$ cat config.mk
export PLATFORM = sky130hd
export DESIGN_NAME = psk_multi_dispatcher
export DESIGN_NICKNAME = d
export VERILOG_FILES = /design/src/rtl/psk_multi_dispatcher.sv
export SDC_FILE = /design/constraint.sdc
export NUM_CORES = 1
export LEC_CHECK = 0
export ABC_AREA = 1
export BUFFER_PORTS_ARGS = -buffer_cell sky130_fd_sc_hd__buf_2
export CORE_MARGIN = 2
export CORE_UTILIZATION = 50
export DETAILED_ROUTE_END_ITERATION = 16
export PLACE_DENSITY = 0.74
export SLEW_MARGIN = 20
export SYNTH_ARGS = -nofsm -noshare
export SYNTH_HDL_FRONTEND = slang
export SYNTH_SLANG_ARGS = --single-unit
$ cat constraint.sdc
create_clock -name clk -period 4.9 [get_ports clk]
set_clock_uncertainty 0.05 [all_clocks]
set_input_delay 1.225 -clock clk [delete_from_list [all_inputs] [get_ports clk]]
set_output_delay 1.225 -clock clk [all_outputs]
set_load 0.01 [all_outputs]
$ cat src/rtl/psk_multi_dispatcher.sv
// CH parallel NCO + I/Q correlators on a 1-bit PSK input; each INT_LEN window is scanned for the largest |I|+|Q|.
// Result strobes INT_LEN+CH+1 cycles after reset release, then every INT_LEN cycles; no backpressure (free-running).
module psk_multi_dispatcher #(
    parameter int CH      = 4,
    parameter int PHASE_W = 13,
    parameter int INT_LEN = 256,
    parameter int ACC_W   = 10,
    parameter int MAG_W   = ACC_W + 1,
    parameter int CH_W    = (CH > 1) ? $clog2(CH) : 1
) (
    input  logic                      clk,
    input  logic                      rst_in,
    input  logic                      sig,
    input  logic [CH*PHASE_W-1:0]     freq_words,
    output logic [MAG_W-1:0]          value,
    output logic [CH_W-1:0]           best_ch,
    output logic signed [ACC_W-1:0]   best_i,
    output logic signed [ACC_W-1:0]   best_q,
    output logic                      stb
);
    localparam int CNT_W = $clog2(INT_LEN);
    localparam logic [CNT_W-1:0]   CNT_LAST = CNT_W'(INT_LEN - 1);
    localparam logic [PHASE_W-1:0] QUARTER  = {2'b01, {(PHASE_W-2){1'b0}}};
    localparam logic [ACC_W-1:0]   PLUS1    = {{(ACC_W-1){1'b0}}, 1'b1};
    localparam logic [CH_W-1:0]    IDX_LAST = CH_W'(CH - 1);

    typedef enum logic [1:0] {IDLE, SCAN, REPORT} state_t;

    logic [PHASE_W-1:0]      phase_q  [CH];
    logic [PHASE_W-1:0]      phase_d  [CH];
    logic [PHASE_W-1:0]      q_lead   [CH];
    logic signed [ACC_W-1:0] term_i   [CH];
    logic signed [ACC_W-1:0] term_q   [CH];
    logic signed [ACC_W-1:0] acc_i_q  [CH];
    logic signed [ACC_W-1:0] acc_i_d  [CH];
    logic signed [ACC_W-1:0] acc_q_q  [CH];
    logic signed [ACC_W-1:0] acc_q_d  [CH];
    logic signed [ACC_W-1:0] snap_i_q [CH];
    logic signed [ACC_W-1:0] snap_i_d [CH];
    logic signed [ACC_W-1:0] snap_q_q [CH];
    logic signed [ACC_W-1:0] snap_q_d [CH];

    logic [CNT_W-1:0]        cnt_q, cnt_d;
    state_t                  state_q, state_d;
    logic [CH_W-1:0]         idx_q, idx_d;
    logic [MAG_W-1:0]        run_mag_q, run_mag_d;
    logic [CH_W-1:0]         run_ch_q, run_ch_d;
    logic signed [ACC_W-1:0] run_i_q, run_i_d, run_q_q, run_q_d;
    logic [MAG_W-1:0]        value_q, value_d;
    logic [CH_W-1:0]         best_ch_q, best_ch_d;
    logic signed [ACC_W-1:0] best_i_q, best_i_d, best_q_q, best_q_d;

    logic signed [ACC_W-1:0] cur_i, cur_q;
    logic [ACC_W-1:0]        abs_i, abs_q;
    logic [MAG_W-1:0]        mag;
    logic                    take;

    // The last sample of a window goes into the snapshot while the accumulators restart at zero.
    always_comb begin
        cnt_d = (cnt_q == CNT_LAST) ? '0 : cnt_q + CNT_W'(1);
        for (int k = 0; k < CH; k++) begin
            phase_d[k]  = phase_q[k] + freq_words[k*PHASE_W +: PHASE_W];
            q_lead[k]   = phase_q[k] + QUARTER;
            term_i[k]   = (sig == phase_q[k][PHASE_W-1]) ? PLUS1 : '1;
            term_q[k]   = (sig == q_lead[k][PHASE_W-1])  ? PLUS1 : '1;
            snap_i_d[k] = snap_i_q[k];
            snap_q_d[k] = snap_q_q[k];
            acc_i_d[k]  = acc_i_q[k] + term_i[k];
            acc_q_d[k]  = acc_q_q[k] + term_q[k];
            if (cnt_q == CNT_LAST) begin
                snap_i_d[k] = acc_i_d[k];
                snap_q_d[k] = acc_q_d[k];
                acc_i_d[k]  = '0;
                acc_q_d[k]  = '0;
            end
        end
    end

    always_comb begin
        cur_i     = snap_i_q[idx_q];
        cur_q     = snap_q_q[idx_q];
        abs_i     = cur_i[ACC_W-1] ? ACC_W'(-cur_i) : cur_i;
        abs_q     = cur_q[ACC_W-1] ? ACC_W'(-cur_q) : cur_q;
        mag       = MAG_W'(abs_i) + MAG_W'(abs_q);
        take      = (idx_q == '0) || (mag > run_mag_q);
        state_d   = state_q;
        idx_d     = idx_q;
        run_mag_d = run_mag_q;
        run_ch_d  = run_ch_q;
        run_i_d   = run_i_q;
        run_q_d   = run_q_q;
        value_d   = value_q;
        best_ch_d = best_ch_q;
        best_i_d  = best_i_q;
        best_q_d  = best_q_q;
        case (state_q)
            IDLE: begin
                if (cnt_q == CNT_LAST) begin
                    state_d = SCAN;
                    idx_d   = '0;
                end
            end
            SCAN: begin
                if (take) begin
                    run_mag_d = mag;
                    run_ch_d  = idx_q;
                    run_i_d   = cur_i;
                    run_q_d   = cur_q;
                end
                idx_d = idx_q + CH_W'(1);
                // Final comparison feeds the output registers directly so they are valid with stb.
                if (idx_q == IDX_LAST) begin
                    state_d   = REPORT;
                    idx_d     = '0;
                    value_d   = run_mag_d;
                    best_ch_d = run_ch_d;
                    best_i_d  = run_i_d;
                    best_q_d  = run_q_d;
                end
            end
            REPORT:  state_d = IDLE;
            default: state_d = IDLE;
        endcase
    end

    always_ff @(posedge clk) begin
        if (!rst_in) begin
            for (int k = 0; k < CH; k++) begin
                phase_q[k]  <= '0;
                acc_i_q[k]  <= '0;
                acc_q_q[k]  <= '0;
                snap_i_q[k] <= '0;
                snap_q_q[k] <= '0;
            end
            cnt_q     <= '0;
            state_q   <= IDLE;
            idx_q     <= '0;
            run_mag_q <= '0;
            run_ch_q  <= '0;
            run_i_q   <= '0;
            run_q_q   <= '0;
            value_q   <= '0;
            best_ch_q <= '0;
            best_i_q  <= '0;
            best_q_q  <= '0;
        end else begin
            for (int k = 0; k < CH; k++) begin
                phase_q[k]  <= phase_d[k];
                acc_i_q[k]  <= acc_i_d[k];
                acc_q_q[k]  <= acc_q_d[k];
                snap_i_q[k] <= snap_i_d[k];
                snap_q_q[k] <= snap_q_d[k];
            end
            cnt_q     <= cnt_d;
            state_q   <= state_d;
            idx_q     <= idx_d;
            run_mag_q <= run_mag_d;
            run_ch_q  <= run_ch_d;
            run_i_q   <= run_i_d;
            run_q_q   <= run_q_d;
            value_q   <= value_d;
            best_ch_q <= best_ch_d;
            best_i_q  <= best_i_d;
            best_q_q  <= best_q_d;
        end
    end

    assign value   = value_q;
    assign best_ch = best_ch_q;
    assign best_i  = best_i_q;
    assign best_q  = best_q_q;
    assign stb     = (state_q == REPORT);
endmodule
* Word-level counts from Yosys, hierarchy flattened
Memories as Yosys holds them, arrays and structs flattened. A register that Yosys moved wholly into a read port is not among the register bits.
Index checks and enable logic that the tools add are counted.
** Word-level totals
- Bits in registers :: 78
- Bits in writable memories :: 212
- Bits of input ports :: 55
- Output and inout bits :: 34
- Word-level logic and storage cells :: 145
- Memories kept :: 5
** Memory list
- phase_q :: words 4, width 13, read ports 4, clocked after memory_dff 0, wr ports 4, RTL line 29 : logic [PHASE_W-1:0] phase_q [CH];
- acc_i_q :: words 4, width 10, read ports 4, clocked after memory_dff 0, wr ports 4, RTL line 34 : logic signed [ACC_W-1:0] acc_i_q [CH];
- acc_q_q :: words 4, width 10, read ports 4, clocked after memory_dff 0, wr ports 4, RTL line 36 : logic signed [ACC_W-1:0] acc_q_q [CH];
- snap_i_q :: words 4, width 10, read ports 1, clocked after memory_dff 1, wr ports 4, RTL line 38 : logic signed [ACC_W-1:0] snap_i_q [CH];
- snap_q_q :: words 4, width 10, read ports 1, clocked after memory_dff 1, wr ports 4, RTL line 40 : logic signed [ACC_W-1:0] snap_q_q [CH];
** Cells by class
- Add/subtract/negate cells :: 21
- Magnitude comparators :: 1
- Equality and inequality tests :: 15
- Mux-type cells :: 62
- Bitwise operators :: 21
- Reductions and logical operators :: 9
** Operator list (count)
- $mux 10 :: 44
- $add 10x10->10 :: 8
- $add 13x12->13 const B :: 4
- $add 13x13->13 :: 4
- $mux 13 :: 4
- $neg 10->10 :: 2
- $or 1x1->1 :: 20
- $mux 2 :: 9
- $add 10x10->11 :: 1
- $gt 11x11->1 :: 1
- $mux 11 :: 1
- $add 8x1->8 const B :: 1
- $eq 1x1->1 :: 8
- $eq 8x8->1 const B :: 1
- $pmux 2 s2 :: 2
- $reduce_and 2->1 :: 4
- $eq 2x2->1 const B :: 2
- $logic_not 2->1 :: 2
- $ne 2x2->1 const B :: 2
- $add 2x1->2 const B :: 1
- $eq 2x1->1 const B :: 1
- $mux 1 :: 2
- $reduce_bool 2->1 :: 1
- $reduce_or 2->1 :: 1
- other kinds (3) :: 3

* Logic depth before layout (Yosys ltp)
Gate-level depths: netlist of the first run.
- Word-level depth :: 6
- Mapped depth :: 35
- Depth with buffers taken out :: 32

* Worst setup path after synthesis of the first run
No wires, ideal clock.
- Path type :: in2reg
- From :: input sig
- To :: memory snap_q_q[2][7] (data pin)
- Library setup time :: 257 ps
- Arrival time :: 3478 ps
- Required time :: 4593 ps
- Path slack :: 1115 ps
- Stages :: 13
- Path buffers :: 1
- Cells stage by stage :: buf_2 > xor2_1 > nand2_1 > nand2_1 > inv_1 > ha_1 > a21oi_1 > nand2_1 > a21boi_0 > nor2_1 > nor2_1 > xor2_1 > nor2_1
** RTL lines
- start: declaration :: RTL line 13 : input logic sig,
- end: declaration :: RTL line 40

==> flow_summary_export.csv, run 1 <==
group,metric,value,unit
clock_tree,tritoncts,"built",
critical_path,critPathMaxFanout,40,
grt,grt_usage,21.72,%
routing,avgViaCountPerCell,5.195,
final_layout,fin_area,18470,um2
die,pin_count,89,
clock_tree,cts_setup_buffers,0,
pwr,pwr-share-comb,45.5,%
critical_path,reg2reg_to,"run_mag_q[4]$_SDFFE_PN0P_",
critical_path,cp.required,5.29,ns
routing,drt_iter0_markers,962,
pwr,swShare,40.13,%
routing,ant_nets,0,
clock_tree,clk_latency,0.51,ns
synth,avgSynthCellArea,7.577,um2
final_layout,layout_common_cells,"441 x nand2_1, 378 x nor2_1, 230 x inv_1",
critical_path,cp-end-kind,"flip-flop",
synth,ys_ff_latch,292,
placement,place_congestion,0.8911,
clock_tree,cts_sinks,292,
routing,post-route-drc-count,0,
pwr,p_leak,0.008853,uW
synth,syn_area,16590,um2
pwr,switchingPower,4030,uW
die,core,32620,um2
critical_path,critPathMaxStageDelay,0.39,ns
final_layout,layout.nets,2471,
clock_tree,clk_path_buf_depth,3,
final_layout,fillCellCount,2982,
sta,maxSlewViolCount,0,
final_layout,final_common_cell,"nand2_1",
pwr,power_per_cell_area,543.8,nW/um2
synth,synth_nets,2395,
critical_path,critPathCapture,"run_mag_q[4]$_SDFFE_PN0P_",
job,cap_violations,0,
synth,synth_compound_area_share,8.585,%
sta,setup-violations-final,0,
clock_tree,cts_buffers,34,
grt,grt_max_degree,168,
synth,syn_inst,2189,
grt,grt_pass1_vias,13450,
placement,dp_slack,0.2830,ns
grt,grt_pass1_wl,62200,um
routing,dr_total_vias,14190,
die,die_w,186.1,um
pwr,p_int,6013,uW
final_layout,syn2layout_area_growth,11.35,%
synth,yosysWarnings,0,
final_layout,layout-drive-gt1-share,8.038,%
synth,synth.area.mux_share,0,%
clock_tree,cts-root-buf,"clkbuf_16",
die,num_rows,66,
sta,slew_headroom,40.64,%
synth,synth_xor_area_share,5.167,%
die,die_y,186.1,um
run_status,status,"complete, no violations",
sta,finalCriticalPeriod,4.386,ns
die,start_util,50.85,%
pwr,ir_drop,0.0003266,V
sta,worst_pin_slew,0.8890,ns
critical_path,rr_worst_depth,29,
clock_tree,cts.reportedPaths.clkPinSlew,0.06,ns
placement,placed_area,17400,um2
sta,fin_crit_sh,89.51,%
critical_path,cpMostUsedCell,"nand2_1",
grt,antenna_found_initial,0,
synth,synthDistinctLibCells,39,
pwr,fin_total_pwr,10040,uW
critical_path,r2r_slack,0.51,ns
sta,rsz0062_at_grt,"no",
placement,dp_hpwl,26400,um
synth,synth-seq-area-share,40.07,%
die,fp.dieArea,34640,um2
sta,finalHoldViolations,0,
clock_tree,cts.htree.levels,2,
routing,wire_per_inst,13.70,um
placement,portBuffers,88,
clock_tree,hold_buffers,0,
pwr,clkPwrFrac,23.9,%
final_layout,diodes,0,
critical_path,path_class,"reg2reg",
routing,finalWirelength,37420,um
critical_path,slowest_stage,"ha_1",
sta,post-route-worst-setup-slack,0.5140,ns
grt,gr-total-overflow,0,
synth,synth_top_family_by_area,"simple AND/OR/NAND/NOR gates",
hold_path,min_path_type,"reg2reg",
sta,max_freq,228.0,MHz
critical_path,worstSetupStartpointType,"flip-flop",
pwr,seqPwrFrac,30.6,%
routing,dr.pass1.iters,8,
sta,fin_setup_tns,0,ns
sta,holdWs,0.4045,ns
critical_path,cp.arrival,4.78,ns
synth,synth-simple-area-share,26.69,%
synth,synth_fa_ha_area_share,11.98,%
==> timing repair <==
| action | in CTS | in global routing |
|---|---|---|
| endpoints found under the hold margin | 0 | 0 |
| resized for setup | 0 | 5 |
| endpoints found under the setup margin | 0 | 66 |
==> how the worst min path moves through the flow <==
stage	start	to	slack (ns)	cells past startpoint
4_1_cts	cnt_q[0]$_SDFF_PP0_	cnt_q[0]$_SDFF_PP0_	0.40	1
3_5_place_dp	cnt_q[0]$_SDFF_PP0_	cnt_q[0]$_SDFF_PP0_	0.39	1
6_report	cnt_q[0]$_SDFF_PP0_	cnt_q[0]$_SDFF_PP0_	0.40	1
3_3_place_gp	cnt_q[0]$_SDFF_PP0_	cnt_q[0]$_SDFF_PP0_	0.38	1
2_1_floorplan	cnt_q[0]$_SDFF_PP0_	cnt_q[0]$_SDFF_PP0_	0.37	1
5_1_grt	cnt_q[0]$_SDFF_PP0_	cnt_q[0]$_SDFF_PP0_	0.44	1
==> power by group through the flow <==
stage	clock network, uW	logic [uW]	registers (uW)
4_1_cts	2450	4550	3080
3_5_place_dp	0	4500	3120
5_1_grt	2540	5210	3120
3_3_place_gp	0	4360	3110
2_1_floorplan	0	3600	3080
6_report	2400	4570	3080
==> worst max-delay path: cells and delay by family (launching register included) <==
family / cells / cell delay (ns)
buffers and inverters: 5 / 0.82
and+or+nand+nor: 21 / 2.19
adders and majority gates: 3 / 0.90
DFF: 1 / 0.34
==> metrics by stage <==
step / utilization [%] / instances
2_1_floorplan: - / 2189
3_5_place_dp: 53.36 / 2671
4_1_cts: 56.56 / 2731
5_1_grt: 56.62 / 2731
6_report: 56.62 / 2731
3_3_place_gp: 53.36 / 2671
==> logic make-up (layout without fill, tap and decap cells) <==
group,after synthesis,in the layout
flops,292,292
xor+xnor,97,97
buf+inv,304,404
fa+ha+maj,151,151
simple gates,1077,1077
compound gates,268,268
==> flip-flops by register name (all words and copies together) (netlist names), 8 cells and up, named ones only <==
register,count
acc_i_q,40
acc_q_q,40
best_i,10
best_q,10
cnt_q,8
phase_q,52
run_i_q,10
run_mag_q,11
run_q_q,10
snap_i_q,40
snap_q_q,40
value,11
==> layout make-up <==
type	instances	area (um2)	area share (%)
multi-input combinational	1593	8733	47.29
sequential	292	6646	35.99
clock inverter	16	116.4	0.6301
tap	442	553.0	2.995
clock buffer	44	929.6	5.034
inverter	237	889.6	4.817
timing repair buffer	107	599.3	3.245
==> synthesized netlist by cell type, drive strengths merged <==
library cell	n	area (um2)
clkbuf	22	82.58
o2111ai	4	35.03
xnor2	37	324.1
or2	6	37.54
and3	2	12.51
buf	45	272.8
o21bai	11	82.58
a21o	1	7.510
nand3b	1	7.510
ha	138	1727
a21oi	159	795.8
a31oi	6	37.54
inv	236	885.9
nand4	17	106.4
xor2	60	533.0
o21a	4	30.03
dfxtp	212	4244
nor2	381	1433
a32oi	3	26.28
o21ai	78	394.1
clkinv	1	3.750
nor4	1	12.51
nor3b	2	15.01
a21boi	2	15.01
nand3	204	1021
nor3	15	85.08
fa	13	260.3
nand2	448	1697
edfxtp	80	2402
==> per-layer routing <==
layer	share of wire [%]	up-vias	track usage, %
met4	2.4	0	6.929
met2	48	329	37.35
met5	0	-	0
met3	4.3	73	2.882
li1	-	7260	-
met1	46	6525	28.37
(Power assumes the default switching activity.)
==> run 2, diff against run 1 <==
Settings changed: BUFFER_PORTS_ARGS -buffer_cell sky130_fd_sc_hd__buf_2 to -buffer_cell sky130_fd_sc_hd__buf_4.
==> flow_summary_export.csv, run 2 (same netlist as run 1, synthesis figures left out) <==
group,metric,value,unit
critical_path,path_class,"reg2reg",
clock_tree,cts.htree.levels,2,
die,start_util,50.85,%
clock_tree,cts.reportedPaths.clkPinSlew,0.06,ns
routing,wire_per_inst,13.46,um
critical_path,rr_worst_depth,25,
die,num_rows,66,
placement,placed_area,17610,um2
die,pin_count,89,
final_layout,largest_reg_flops,52,
die,core,32620,um2
critical_path,worstSetupStartpointType,"flip-flop",
placement,dp_slack,0.3108,ns
final_layout,fin_area,18710,um2
placement,dp_cells,2669,
placement,portBuffers,88,
sta,rsz0062_at_grt,"no",
routing,dr_total_vias,14120,
final_layout,final_common_cell,"nand2_1",
hold_path,min_path_type,"reg2reg",
clock_tree,clk_latency,0.52,ns
placement,place_congestion,0.8836,
critical_path,cp-end-kind,"flip-flop",
pwr,p_int,6046,uW
pwr,switchingPower,4038,uW
die,die_y,186.1,um
routing,ant_nets,0,
die,die_w,186.1,um
pwr,swShare,40.04,%
pwr,power_per_cell_area,539.0,nW/um2
placement,dp_hpwl,26140,um
critical_path,cp.required,5.31,ns
sta,maxSlewViolCount,0,
critical_path,cp.arrival,4.82,ns
hold_path,holdPathStages,1,
pwr,seqPwrFrac,30.5,%
grt,grt_usage,21.46,%
final_layout,layout_common_cells,"441 x nand2_1, 378 x nor2_1, 230 x inv_1",
routing,post-route-drc-count,0,
grt,grt_pass1_vias,13310,
final_layout,layout-drive-gt1-share,8.035,%
sta,finalHoldViolations,0,
clock_tree,cts_sinks,292,
sta,max_freq,226.6,MHz
clock_tree,cts-root-buf,"clkbuf_16",
final_layout,largest-register,"phase_q",
die,fp.dieArea,34640,um2
sta,fin_setup_tns,0,ns
clock_tree,cts_buffers,35,
sta,finalCriticalPeriod,4.413,ns
critical_path,critPathMaxFanout,33,
routing,finalWirelength,36770,um
run_status,status,"complete, no violations",
final_layout,final_cells,2732,
sta,fin_crit_sh,90.06,%
routing,avgViaCountPerCell,5.167,
hold_path,hp-start,"cnt_q[0]$_SDFF_PP0_",
sta,post-route-worst-setup-slack,0.4869,ns
critical_path,r2r_slack,0.49,ns
sta,holdWs,0.3992,ns
clock_tree,tritoncts,"built",
final_layout,fillCellCount,2921,
sta,worst_pin_slew,0.8519,ns
grt,antenna_found_initial,0,
grt,grt_max_degree,168,
final_layout,syn2layout_area_growth,12.79,%
hold_path,whs_endpoint,"cnt_q[0]$_SDFF_PP0_",
sta,setup-violations-final,0,
pwr,clkPwrFrac,24.2,%
sta,slew_headroom,43.21,%
grt,grt_pass1_wl,61530,um
pwr,pwr-share-comb,45.3,%
routing,drt_iter0_markers,886,
grt,gr-total-overflow,0,
job,cap_violations,0,
pwr,p_leak,0.008909,uW
final_layout,layout.nets,2470,
clock_tree,clk_path_buf_depth,3,
critical_path,reg2reg_to,"best_q[2]$_SDFFE_PN0P_",
clock_tree,cts_setup_buffers,0,
routing,dr.pass1.iters,7,
pwr,ir_drop,0.0002702,V
final_layout,diodes,0,
## run 2: cell types whose count changed in the layout (fill, tap and decap cells not counted), sizes merged
| cell | previous run | this run |
|---|---|---|
| clkinv | 12 | 10 |
| clkinvlp | 3 | 1 |
| bufinv | 1 | 0 |
| inv | 237 | 239 |
| buf | 107 | 105 |
| clkbuf | 44 | 50 |
## run 2: power by group through the flow
stage,registers (uW),logic (uW),clock network (uW)
after detailed placement,3130,4510,0
final,3080,4570,2440
after global placement,3120,4350,0
after CTS,3080,4560,2480
after floorplan,3080,3600,0
after global routing,3120,5220,2590
## run 2: through the flow
stage	util [%]	power (uW)
floorplan	-	6676
global placement	53.99	7468
detailed placement	53.99	7637
CTS	57.29	10120
global route	57.35	10920
finish	57.35	10080
## run 2: how the worst max path moves through the flow
| stage | start | end | slack, ns | cells after the start |
|---|---|---|---|---|
| floorplan | sig | snap_q_q[2][7]$_SDFFCE_PN0P_ | 1.11 | 13 |
| global placement | flip-flop | best_q[9]$_SDFFE_PN0P_ | 0.38 | 33 |
| detailed placement | flip-flop | run_q_q[9]$_SDFFE_PN0P_ | 0.31 | 27 |
| CTS | flip-flop | run_q_q[9]$_SDFFE_PN0P_ | 0.30 | 33 |
| global route | flip-flop | best_i[9]$_SDFFE_PN0P_ | 0.02 | 32 |
| finish | flip-flop | best_q[2]$_SDFFE_PN0P_ | 0.49 | 25 |
## run 2: routing by layer
| layer | global-route usage [%] | vias up | routed length (um) |
|---|---|---|---|
| li1 | - | 7270 | - |
| met1 | 28.02 | 6513 | 16930 |
| met2 | 36.74 | 269 | 17480 |
| met3 | 2.979 | 65 | 1383 |
| met4 | 7.024 | 0 | 967 |
| met5 | 0 | - | 0 |
## run 2: worst max-delay path, cell delays in order, from the launching register on
cell      delay, ns
dfxtp_1        0.37
clkinv_2       0.32
nand3_1        0.22
nand2_2        0.10
ha_1           0.30
o21ai_0        0.41
inv_1          0.10
ha_1           0.31
nand2_1        0.05
nand2_1        0.08
nand2_1        0.08
o21ai_0        0.19
xor2_1         0.27
ha_1           0.29
nand2_1        0.07
inv_1          0.04
nand2_1        0.06
nand2_1        0.05
nand2_1        0.06
nand3_1        0.09
nand2_2        0.13
buf_6          0.29
nand3_1        0.15
nand3_1        0.14
nand2_1        0.06
inv_1          0.04
## run 2: area by class of cell
type | instances | area (um2) | share of cell area [%]
clock buffer | 50 | 993.5 | 5.311
tap | 442 | 553.0 | 2.956
clock inverter | 13 | 85.08 | 0.4548
multi-input combinational | 1593 | 8733 | 46.69
timing repair buffer | 105 | 804.5 | 4.301
sequential | 292 | 6646 | 35.53
inverter | 237 | 890.9 | 4.762
## run 2: timing repair
| action | in CTS | in global routing |
|---|---|---|
| resized for setup | 0 | 4 |
| endpoints found under the hold margin | 0 | 0 |
| setup endpoints to repair | 0 | 66 |
| hold buffers | 0 | 0 |
==> run 3, diff against run 2 <==
Settings changed: ABC_AREA 1 to 0, CTS_CLUSTER_SIZE set to 12.
==> flow_summary_export.csv, run 3 <==
group,metric,value,unit
run_status,status,"complete, no violations",
synth,syn_inst,1663,
clock_tree,clk_path_buf_depth,3,
synth,synth-seq-area-share,42.77,%
grt,grt_max_degree,77,
final_layout,layout-drive-gt1-share,16.08,%
critical_path,r2r_slack,0.01,ns
grt,met2_usage,35.40,%
synth,ys_ff_latch,292,
pwr,swShare,39.39,%
synth,yosysWarnings,0,
critical_path,cp.arrival,5.32,ns
clock_tree,clk_latency,0.56,ns
final_layout,syn2layout_area_growth,18.18,%
clock_tree,cts.reportedPaths.clkPinSlew,0.06,ns
synth,synthDistinctLibCells,60,
grt,gr-usage-met1,27.87,%
synth,synth-edff-count,80,
job,cap_violations,0,
pwr,ir_drop,0.0003437,V
sta,fin_crit_sh,99.80,%
critical_path,critPathMaxFanout,5,
clock_tree,hold_buffers,0,
synth,synth_nets,1869,
die,core,30590,um2
die,pin_count,89,
pwr,p_int,6557,uW
die,fp.dieArea,32510,um2
die,num_rows,64,
clock_tree,cts-root-buf,"clkbuf_16",
pwr,pwr-share-comb,50.2,%
final_layout,final_common_cell,"nor2_1",
final_layout,layout.nets,2005,
sta,max_freq,204.5,MHz
routing,drt_iter0_markers,1065,
sta,setup-violations-final,0,
final_layout,layout_common_cells,"267 x nor2_1, 211 x dfxtp_1, 153 x buf_4",
critical_path,path_class,"reg2reg",
grt,grt.busiest_layer,"met2",
hold_path,whs_endpoint,"run_q_q[7]$_SDFFE_PN0P_",
final_layout,fillCellCount,2518,
synth,synth.area.top_cells,"dfxtp_1 27%, edfxtp_1 15%, ha_1 11%",
grt,grt_pass1_wl,57040,um
sta,worst_pin_slew,0.8842,ns
synth,async_flop_share,0,%
sta,holdWs,0.4064,ns
critical_path,worstSetupStartpointType,"flip-flop",
pwr,clkPwrFrac,20.9,%
routing,dr.pass1.iters,5,
critical_path,cp-end-kind,"flip-flop",
clock_tree,cts_sinks,292,
clock_tree,tritoncts,"built",
pwr,p_leak,0.007621,uW
hold_path,min_path_type,"reg2reg",
placement,portBuffers,88,
critical_path,cp.required,5.33,ns
synth,syn_area,15540,um2
pwr,power_per_cell_area,589.0,nW/um2
sta,finalHoldViolations,0,
sta,maxSlewViolCount,0,
grt,grt_usage,20.74,%
placement,place_congestion,0.8689,
final_layout,diodes,0,
die,start_util,50.80,%
pwr,fin_total_pwr,10820,uW
routing,dr_total_vias,12290,
routing,post-route-drc-count,0,
grt,use_met3,2.546,%
grt,grt_pass1_vias,11880,
final_layout,largest-register,"phase_q",
final_layout,multi_input_area,8671,um2
final_layout,regArea,6650,um2
sta,finalCriticalPeriod,4.890,ns
die,die_y,180.3,um
critical_path,reg2reg_to,"value[0]$_SDFFE_PN0P_",
final_layout,largest_reg_flops,52,
pwr,switchingPower,4260,uW
clock_tree,cts.htree.levels,1,
synth,yosysMostFrequentCell,"nor2_1",
synth,synth_commonest_cells,"269 x nor2_1, 212 x dfxtp_1, 141 x nand2_1, 138 x ha_1, 124 x a21oi_1",
hold_path,holdPathStages,2,
hold_path,hp-start,"run_q_q[7]$_SDFFE_PN0P_",
grt,antenna_found_initial,0,
routing,ant_nets,0,
critical_path,rr_worst_depth,22,
die,die_w,180.3,um
placement,dp_hpwl,24200,um
sta,rsz0062_at_grt,"yes",
synth,synth_flop_cell,"dfxtp_1",
synth,synth_top_area_share,27.31,%
routing,avgViaCountPerCell,5.543,
grt,gr-total-overflow,0,
synth,avgSynthCellArea,9.345,um2
clock_tree,cts_buffers,31,
pwr,seqPwrFrac,28.9,%
routing,finalWirelength,35020,um
synth,synth_top_area_cell,"dfxtp_1",
routing,wire_per_inst,15.79,um
sta,slew_headroom,40.97,%
==> run 3: cell types whose count changed after synthesis, moves of 29 or more <==
cell,previous run,this run
a21oi_1,159,124
and2_1,0,31
clkbuf_1,22,53
inv_1,231,51
nand2_1,442,141
nand3_1,204,51
nor2_1,380,269
o21a_1,4,33
==> run 3: worst max-delay path by stage <==
stage | slack [ns] | cells past startpoint | to
finish | 0.01 | 22 | value[0]$_SDFFE_PN0P_
global route | -0.22 | 23 | value[0]$_SDFFE_PN0P_
CTS | 0.009 | 20 | run_i_q[3]$_SDFFE_PN0P_
detailed placement | -0.16 | 21 | best_q[3]$_SDFFE_PN0P_
global placement | 0.04 | 18 | best_i[2]$_SDFFE_PN0P_
floorplan | 0.006 | 24 | run_i_q[2]$_SDFFE_PN0P_
==> run 3: stage by stage <==
stage	instances	worst slack (ns)	TNS [ns]	utilization, %	area, um2
3_3_place_gp	2145	0.04378	0	55.48	16970
4_1_cts	2203	0.008679	0	58.88	18010
2_1_floorplan	1663	0.006333	0	-	15570
3_5_place_dp	2145	-0.1561	-6.015	55.48	16970
5_1_grt	2218	-0.2227	-6.866	60.04	18370
6_report	2218	0.009691	0	60.04	18370
==> run 3: what timing repair did <==
item                                    CTS  global route
pin swaps                                 2            37
gates cloned                              1             2
endpoints found under the setup margin   66            66
setup buffers                             1            14
resized for setup                        14            84
==> run 3: logic make-up after synthesis <==
family / count (synthesis) / synth area share (%)
and+or+nand+nor: 604 / 17.24
buffers and inverters: 116 / 2.866
DFF: 292 / 42.77
muxes: 23 / 3.148
xor gates and xnor gates: 135 / 7.609
AOI/OAI and AO/OA: 342 / 13.58
adders and majority gates: 151 / 12.79
==> run 3: worst max-delay path, cell delays in order, from the launching register on <==
cell,delay (ns)
dfxtp_4,0.38
buf_6,0.11
mux4_2,0.52
or3_4,0.42
or3_4,0.36
o21ai_2,0.15
xnor2_1,0.13
ha_1,0.30
a21oi_2,0.18
nand2_1,0.09
o21ai_2,0.22
o21a_1,0.17
inv_2,0.06
ha_4,0.26
nand4_1,0.15
a211oi_2,0.29
buf_4,0.17
a2111oi_4,0.04
buf_4,0.16
nor2_4,0.15
buf_2,0.19
nand2_1,0.09
a31oi_1,0.19
==> run 3: layout make-up <==
class / count / share of cell area, %
Clock buffer: 49 / 5.035
Inverter: 52 / 1.063
Timing Repair Buffer: 167 / 7.453
Tap cell: 396 / 2.698
Multi-Input combinational cell: 1255 / 47.21
Sequential cell: 292 / 36.21
Clock inverter: 7 / 0.3270
==> run 3: power groups by stage <==
stage          Combinational, uW  Clock, uW  Sequential (uW)
6_report                    5430       2260             3130
5_1_grt                     6120       2400             3170
4_1_cts                     5340       2310             3130
3_5_place_dp                5260          0             3180
3_3_place_gp                5050          0             3160
2_1_floorplan               4120          0             3130
==> run 3: per-layer routing <==
metal | vias to the layer above | wire [um]
li1 | 6113 | -
met1 | 5831 | 15450
met2 | 292 | 17110
met3 | 58 | 1686
met4 | 0 | 773
met5 | - | 0
